`config.mk`:
```
export PLATFORM = sky130hd
export DESIGN_NAME = phase_counter
export DESIGN_NICKNAME = d
export VERILOG_FILES = /design/src/rtl/phase_counter_pkg.sv /design/src/rtl/phase_counter_onehot_decoder.sv /design/src/rtl/phase_counter.sv
export SDC_FILE = /design/constraint.sdc
export NUM_CORES = 1
export LEC_CHECK = 0
export ABC_CLOCK_PERIOD_IN_PS = 1600
export BUFFER_PORTS_ARGS = -buffer_cell sky130_fd_sc_hd__buf_2
export CAP_MARGIN = 20
export CORE_AREA = 2 2 39 41
export DETAILED_ROUTE_END_ITERATION = 6
export DIE_AREA = 0 0 41 43
export PLACE_DENSITY_LB_ADDON = 0.15
export SYNTH_ARGS = -nofsm -noshare
export SYNTH_HDL_FRONTEND = slang
export SYNTH_SLANG_ARGS = --single-unit
```
`constraint.sdc`:
```
create_clock -name clock -period 1.6 [get_ports clock]
set_input_delay 0 -clock clock [delete_from_list [all_inputs] [get_ports clock]]
set_output_delay 0 -clock clock [all_outputs]
set_load 0.02 [all_outputs]
```
`src/rtl/phase_counter_pkg.sv`:
```
// Shared definitions for the processor timing-phase counter.
package phase_counter_pkg;

    // Default geometry: four timing phases, T0..T3.
    localparam int unsigned DEFAULT_WIDTH      = 2;
    localparam int unsigned DEFAULT_NUM_STATES = 4;

    // Binary state type for the default geometry.
    typedef logic [DEFAULT_WIDTH-1:0] state_t;

    // Last phase in the default sequence; counting from here returns to 0.
    localparam state_t LAST_STATE = state_t'(DEFAULT_NUM_STATES - 1);

endpackage : phase_counter_pkg

```
`src/rtl/phase_counter_onehot_decoder.sv`:
```
// Binary-to-one-hot decoder: bit k of the output is high iff the input equals k.
module onehot_decoder
    import phase_counter_pkg::*;
#(
    parameter int unsigned WIDTH      = DEFAULT_WIDTH,
    parameter int unsigned NUM_STATES = DEFAULT_NUM_STATES
) (
    input  logic [WIDTH-1:0]      bin_i,
    output logic [NUM_STATES-1:0] onehot_o
);

    // Pure decode of the binary value, one comparator per output bit.
    always_comb begin
        // NOTE: every always_comb output gets a default first so no path leaves it unassigned (no latch).
        onehot_o = '0;
        for (int unsigned k = 0; k < NUM_STATES; k++) begin
            onehot_o[k] = (bin_i == WIDTH'(k));
        end
    end

endmodule : onehot_decoder

```
`src/rtl/phase_counter.sv`:
```
// Modulo-N timing-phase counter with sync clear, parallel load, one-hot phase
// decode, terminal-count flag and registered wrap / load-error pulses.
module phase_counter
    import phase_counter_pkg::*;
#(
    parameter int unsigned WIDTH      = DEFAULT_WIDTH,
    parameter int unsigned NUM_STATES = DEFAULT_NUM_STATES,
    parameter int unsigned RESET_VAL  = 0
) (
    input  logic                  clock,
    input  logic                  clear_n,
    input  logic                  en,
    input  logic                  sync_clr,
    input  logic                  load,
    input  logic [WIDTH-1:0]      load_val,
    output logic [WIDTH-1:0]      state,
    output logic [NUM_STATES-1:0] phase,
    output logic                  tc,
    output logic                  wrap,
    output logic                  load_err
);

    // Reject illegal geometries at elaboration time.
    if (NUM_STATES < 2 || NUM_STATES > (32'd1 << WIDTH)) begin : g_bad_num_states
        $error("phase_counter: NUM_STATES must lie in 2..2**WIDTH");
    end
    if (RESET_VAL >= NUM_STATES) begin : g_bad_reset_val
        $error("phase_counter: RESET_VAL must be below NUM_STATES");
    end

    localparam logic [WIDTH-1:0] LAST_VAL = WIDTH'(NUM_STATES - 1);
    localparam logic [WIDTH-1:0] INIT_VAL = WIDTH'(RESET_VAL);

    logic [WIDTH-1:0] state_q, state_d;
    logic             wrap_q, wrap_d;
    logic             load_err_q, load_err_d;
    logic             load_in_range;

    // Compare at 32 bits so NUM_STATES == 2**WIDTH does not overflow.
    assign load_in_range = (32'(load_val) < NUM_STATES);

    // Next-state selection: sync_clr beats load beats en.
    always_comb begin
        state_d    = state_q;
        wrap_d     = 1'b0;
        load_err_d = 1'b0;
        if (sync_clr) begin
            state_d = INIT_VAL;
        end else if (load) begin
            if (load_in_range) begin
                state_d = load_val;
            end else begin
                load_err_d = 1'b1;
            end
        end else if (en) begin
            if (state_q == LAST_VAL) begin
                state_d = '0;
                wrap_d  = 1'b1;
            end else begin
                state_d = state_q + WIDTH'(1);
            end
        end
    end

    // State and pulse registers; pulses self-clear because their _d defaults to 0.
    always_ff @(posedge clock or negedge clear_n) begin
        if (!clear_n) begin
            // NOTE: every flop, pulses included, is reset so no X ever reaches downstream control.
            state_q    <= INIT_VAL;
            wrap_q     <= 1'b0;
            load_err_q <= 1'b0;
        end else begin
            // NOTE: sequential state uses non-blocking assignments so all registers update together.
            state_q    <= state_d;
            wrap_q     <= wrap_d;
            load_err_q <= load_err_d;
        end
    end

    assign state    = state_q;
    assign tc       = (state_q == LAST_VAL);
    assign wrap     = wrap_q;
    assign load_err = load_err_q;

    onehot_decoder #(
        .WIDTH      (WIDTH),
        .NUM_STATES (NUM_STATES)
    ) u_phase_decode (
        .bin_i    (state_q),
        .onehot_o (phase)
    );

endmodule : phase_counter

```
# ---- Word level (Yosys, flattened, before mapping)
# Index checks and enable logic that the tools add are counted.
dict set report classes {
  add_sub_neg 1
  n_eq_ne 3
  mux 8
  n_reduce_logical 2
}
# operator n
set op_table {}
lappend op_table {{2-to-1 mux 2 bit} 4}
lappend op_table {{== test 2 bit (second input constant)} 2}
lappend op_table {{2-to-1 mux 1 bit} 4}
lappend op_table {{nonzero test 3 bit} 1}
lappend op_table {{adder 2 x 1 -> 2 bit (second input constant)} 1}
lappend op_table {{== test 2 x 1 -> 1 bit (second input constant)} 1}
lappend op_table {{logical NOT 2 bit} 1}
dict set report totals {
  register_bits 3
  inputBits 7
  out_inout_bits 9
  wordCells 16
}

# ---- Depth between registers and ports, before layout
dict set report depth {
  word_depth 5
  mapped_depth 4
}

# ---- By module
# A second synthesis with hierarchy kept.
dict set report hier_totals {
  hier_cells 19
  area_unflattened_um2 198.9
}
# module instances cells_each area_per_inst_um2 seq_area_each_um2
set by_module_without_submodules {}
lappend by_module_without_submodules {phase_counter 1 15 172.7 75.1}
lappend by_module_without_submodules {onehot_decoder 1 4 26.3 0.0}

# ---- Worst setup path before layout
# Ideal clock, no wire load.
dict set report synth_path {
  path_kind {flip-flop to flip-flop}
  from {register state_q[0], in the netlist state[0]}
  to {register state_q[0], in the netlist state[0]}
  arrival_ns 1.420
  t_required_ns 1.504
  setup_slack_ns 0.085
  stages_incl_launch_ff 4
  n_path_buf 0
  path_cell_list {dfrtp_1 ha_1 or3b_1 a311oi_2}
}
dict set report synth_between {
  elab_chain_cells 5
  word_cells_on_any_way 6
  cone_classes {1 x add/sub; 1 x eq/ne; 4 x mux}
}
# item line_no
set synth_lines {}
lappend synth_lines {{from (decl)} phase_counter.sv:34} ;# logic [WIDTH-1:0] state_q, state_d;
lappend synth_lines {{from (signal assigned)} phase_counter.sv:74} ;# state_q <= state_d;
lappend synth_lines {{== test 2 bit} n/a}
lappend synth_lines {{named net tc} phase_counter.sv:18} ;# output logic tc,
lappend synth_lines {{2-to-1 mux 2 bit} phase_counter.sv:56} ;# if (state_q == LAST_VAL) begin
lappend synth_lines {{2-to-1 mux 2 bit} phase_counter.sv:55} ;# end else if (en) begin
lappend synth_lines {{2-to-1 mux 2 bit} phase_counter.sv:49} ;# end else if (load) begin
lappend synth_lines {{2-to-1 mux 2 bit} phase_counter.sv:47} ;# if (sync_clr) begin
# The timed path passes the listed nets, and every way through them passes these cells. The select of a mux whose other input is x is not followed.
# A chain may end at the register's enable or synchronous reset.

# ---- Final worst setup path
dict set report layout_path {
  from {register state_q[0], in the netlist state[0]}
  to {register state_q[0], in the netlist state[0]}
}
dict set report layout_between {
  elab_chain_cells 5
  word_cells_on_any_way 6
  cone_classes {1 x add/sub; 1 x eq/ne; 4 x mux}
}
# item line_no
set layout_lines {}
lappend layout_lines {{adder 2 x 1 -> 2 bit / == test 2 bit (equally long branches)} {phase_counter.sv:60, phase_counter.sv:56}}
lappend layout_lines {{2-to-1 mux 2 bit *} phase_counter.sv:56}
lappend layout_lines {{2-to-1 mux 2 bit *} phase_counter.sv:55}
lappend layout_lines {{2-to-1 mux 2 bit *} phase_counter.sv:49}
lappend layout_lines {{2-to-1 mux 2 bit *} phase_counter.sv:47}
# Mark *: on every way between the ends. The rest lies on a longest branch, timed or not. The select of a mux whose other input is x is not followed.

==> metrics.log <==
[metrics] clock skew: approximately 0.00038 ns
[metrics] register-to-register setup slack: 0.23 ns
[metrics] number of buffers created by CTS: 3
[metrics] sinks on the clock net: 3
[metrics] fraction of final layout cells sized beyond drive strength 1: ~45%
[metrics] final sum of negative setup slack: 0 ns
[metrics] post-layout total power: between 200 and 300 uW
[metrics] horizontal die dimension: between 40 and 50 um
[metrics] highest-delay cell along the critical path: dfrtp_1
[metrics] CP arrival: around 1.5 ns
[metrics] later-pin clock latency in the skew report: 0.22 ns
[metrics] leakage power total: about 0.2 nW
[metrics] PostCTS Resize Cnt: 0
[metrics] status: finished clean
[metrics] GR met2 Demand/Resource: a little under an eighth
[metrics] Post-Route Utilization: 26.2%
[metrics] global-route wire length before repair: just under 900 um
[metrics] ratio of final minimum period to clock period: between 80% and 90%
[metrics] post-synthesis cell count: 22
[metrics] sum of net half-perimeters after detailed placement: 446 um
[metrics] starting density of the core: around 16%
[metrics] root cell of the clock tree: clkbuf_4
[metrics] met1 layer usage reported by global route: ~7%
[metrics] Pre-Repair DR Iteration Count: 1
[metrics] maximum clock path buffer count: 2
[metrics] count of non-filler cells in the finished layout: 58
[metrics] number of inserted filler cells in the final layout: roughly 150
[metrics] PortBufs: 14
[metrics] part of the Yosys area used for sequential elements: about a third
[metrics] count of boundary I/O pins: 16
[metrics] hold wc startpoint: en
[metrics] largest incremental delay on the critical path: roughly 0.42 ns
[metrics] average wire per cell in the routed design: 8.52 um
[metrics] Placed Instances: slightly above 50
[metrics] critical-path cell list: ha_1 -> or3b_1 -> a311oi_2
[metrics] endpoint class of the critical path: flip-flop
[metrics] number of placement rows: 14
[metrics] endpoints failing hold: 0
[metrics] critical path start-end classification: flip-flop to flip-flop
[metrics] pin count of the biggest net entering global routing: 7
[metrics] Critical Path Sink: state[0]$_DFFE_PN0P_
[metrics] number of different library cells in the post-synthesis netlist: 13
[metrics] unrepaired setup endpoints after global routing: no
[metrics] post-route antenna net violation count: 0
[metrics] Tot GR Track Use: 7.33%
[metrics] Crit path max-delay family: flip-flops
[metrics] number of warnings reported in the yosys synthesis log: 0
[metrics] number of synthesized flops with an enable pin: 0
[metrics] required time of the critical path: about 1.7 ns
[metrics] Die Ht: between 40 and 50 um
[metrics] Final Setup Violations: 0
[metrics] Via density: about 3.8
[metrics] Achievable Freq: around 730 MHz
[metrics] Async SR Flop Fraction: 100%
[metrics] pre-CTS setup slack: 0.222 ns
[metrics] final critical-path setup slack: 0.227 ns
[metrics] count of state elements after synthesis: 3
[metrics] CTS tree: done
[metrics] global placement routability congestion: ~0.73
[metrics] count of antenna diodes in the layout: 0
[metrics] path depth of the worst reg2reg path: 3
[metrics] synthesized area divided by synthesized cell count: roughly 10 um^2
[metrics] initial antenna violation count: 0
[metrics] IR drop worst, VDD: 227 uV
[metrics] most frequent cells in the layout: 14 x buf_2, 4 x ha_1
[metrics] worst reg2reg path endpoint: state[0]$_DFFE_PN0P_
[metrics] total via count in the routed design: 219
[metrics] number of cells on the critical path: 3
[metrics] most common cell after layout, fill and taps aside: buf_2
[metrics] Die Outline Area: between 1500 and 2000 um^2
[metrics] number of global-route vias before repair: about 230
[metrics] startpoint of the most critical register-to-register path: state[0]$_DFFE_PN0P_
[metrics] H-tree levels: 1
[metrics] start point of the critical path: state[0]$_DFFE_PN0P_
[metrics] minimum clock period after layout: approximately 1.4 ns
[metrics] GR peak layer: met2
[metrics] Core Box Area: 1380 um^2
[metrics] highest fanout seen on the critical path: 6
[metrics] predominant post-synthesis flop cell: dfrtp_1
[metrics] DRC marker count from the first detailed-route iteration: 0
[metrics] Overflow after GRT: 0
[metrics] clock transition at the register clock pins on the worst setup and hold paths after CTS: around 0.03 ns
[metrics] Final Routed Wirelength: between 400 and 500 um
[metrics] MaxCap Viol Count: 0
[metrics] areal power density over the cells: slightly below 800 nW/um^2
[metrics] startpoint kind of the worst setup timing path: flip-flop
[metrics] number of pins exceeding their max-slew limit in the final report: 0
[metrics] post-route DRC violation count: 0
[metrics] Post-Synthesis Net Count: 33
[metrics] Hold Crit Class: input port to flip-flop
[metrics] WP buf/inv: 0
[metrics] met3 usage: 3.66%
[metrics] Post-layout nets: 54
[metrics] signed area change from the synthesized netlist to the final layout: 62.0%
[metrics] summed instance area of the synthesized netlist: roughly 220 um^2
metal layers:
| metal | part of all wire (%) | up-vias |
|---|---|---|
| li1 | - | 108 |
| met1 | 35 | 103 |
| met2 | 52 | 8 |
| met3 | 13 | 0 |
| met4 | 0 | 0 |
| met5 | 0 | - |
synth_stat cells (2+ instances only):
cell type / n / area [um^2]
dfrtp_1: 3 / 75.1
buf_4: 2 / 15.0
inv_1: 3 / 11.3
nor2b_1: 2 / 12.5
ha_1: 4 / 50.1
logic make-up (layout without fill, tap and decap cells):
logic type | Yosys count | count (layout) | synth area share (%)
compound gates | 2 | 2 | 10.1
other cells | 1 | 1 | 1.67
flops | 3 | 3 | 33.5
fa+ha+maj | 4 | 4 | 22.3
mux | 1 | 1 | 4.47
simple gates | 6 | 6 | 16.2
buf+inv | 5 | 25 | 11.7
worst min-delay path, cell delays in order:
cell and delay [ns]:
buf_2 0.12, nand2_1 0.06, nor3_1 0.04
cell type report:
| class | instances | area (um^2) | area share (%) |
|---|---|---|---|
| Inverter | 3 | 11.3 | 3.10 |
| Tap cell | 16 | 20.0 | 5.52 |
| Clock buffer | 4 | 26.3 | 7.24 |
| Multi-Input combinational cell | 14 | 123 | 33.8 |
| Timing Repair Buffer | 18 | 108 | 29.7 |
| Sequential cell | 3 | 75.1 | 20.7 |
worst min-delay path by stage:
stage | endpoint | cells after the start
CTS | wrap$_DFF_PN0_ | 3
finish | wrap$_DFF_PN0_ | 3
global placement | state[1]$_DFFE_PN0P_ | 1
global route | wrap$_DFF_PN0_ | 3
detailed placement | state[1]$_DFFE_PN0P_ | 1
floorplan | state[0]$_DFFE_PN0P_ | 0
where the power goes:
group	switching, mW	internal (mW)	leakage, nW	total (mW)
clock network	0.0327	0.0930	0.0150	0.126
registers	0.00440	0.0806	0.0397	0.0850
logic	0.0430	0.0329	0.147	0.0760
repair_timing:
item | CTS | global route
hold buffers | 3 | 0
endpoints found under the hold margin | 6 | 0
setup buffers | 0 | 0
metrics by stage:
stage | hold WS, ns | instance area (um^2)
final | 0.0428 | 363
after detailed placement | -0.199 | 307
after global placement | -0.201 | 307
after floorplan | -0.296 | 224
after CTS | 0.0425 | 363
after global routing | 0.0607 | 363
sequential cells by signal, summed over array words and instances, names as in the netlist:
register / count
state: 2
wrap: 1
Note: power is estimated with default switching activity, not from simulation.
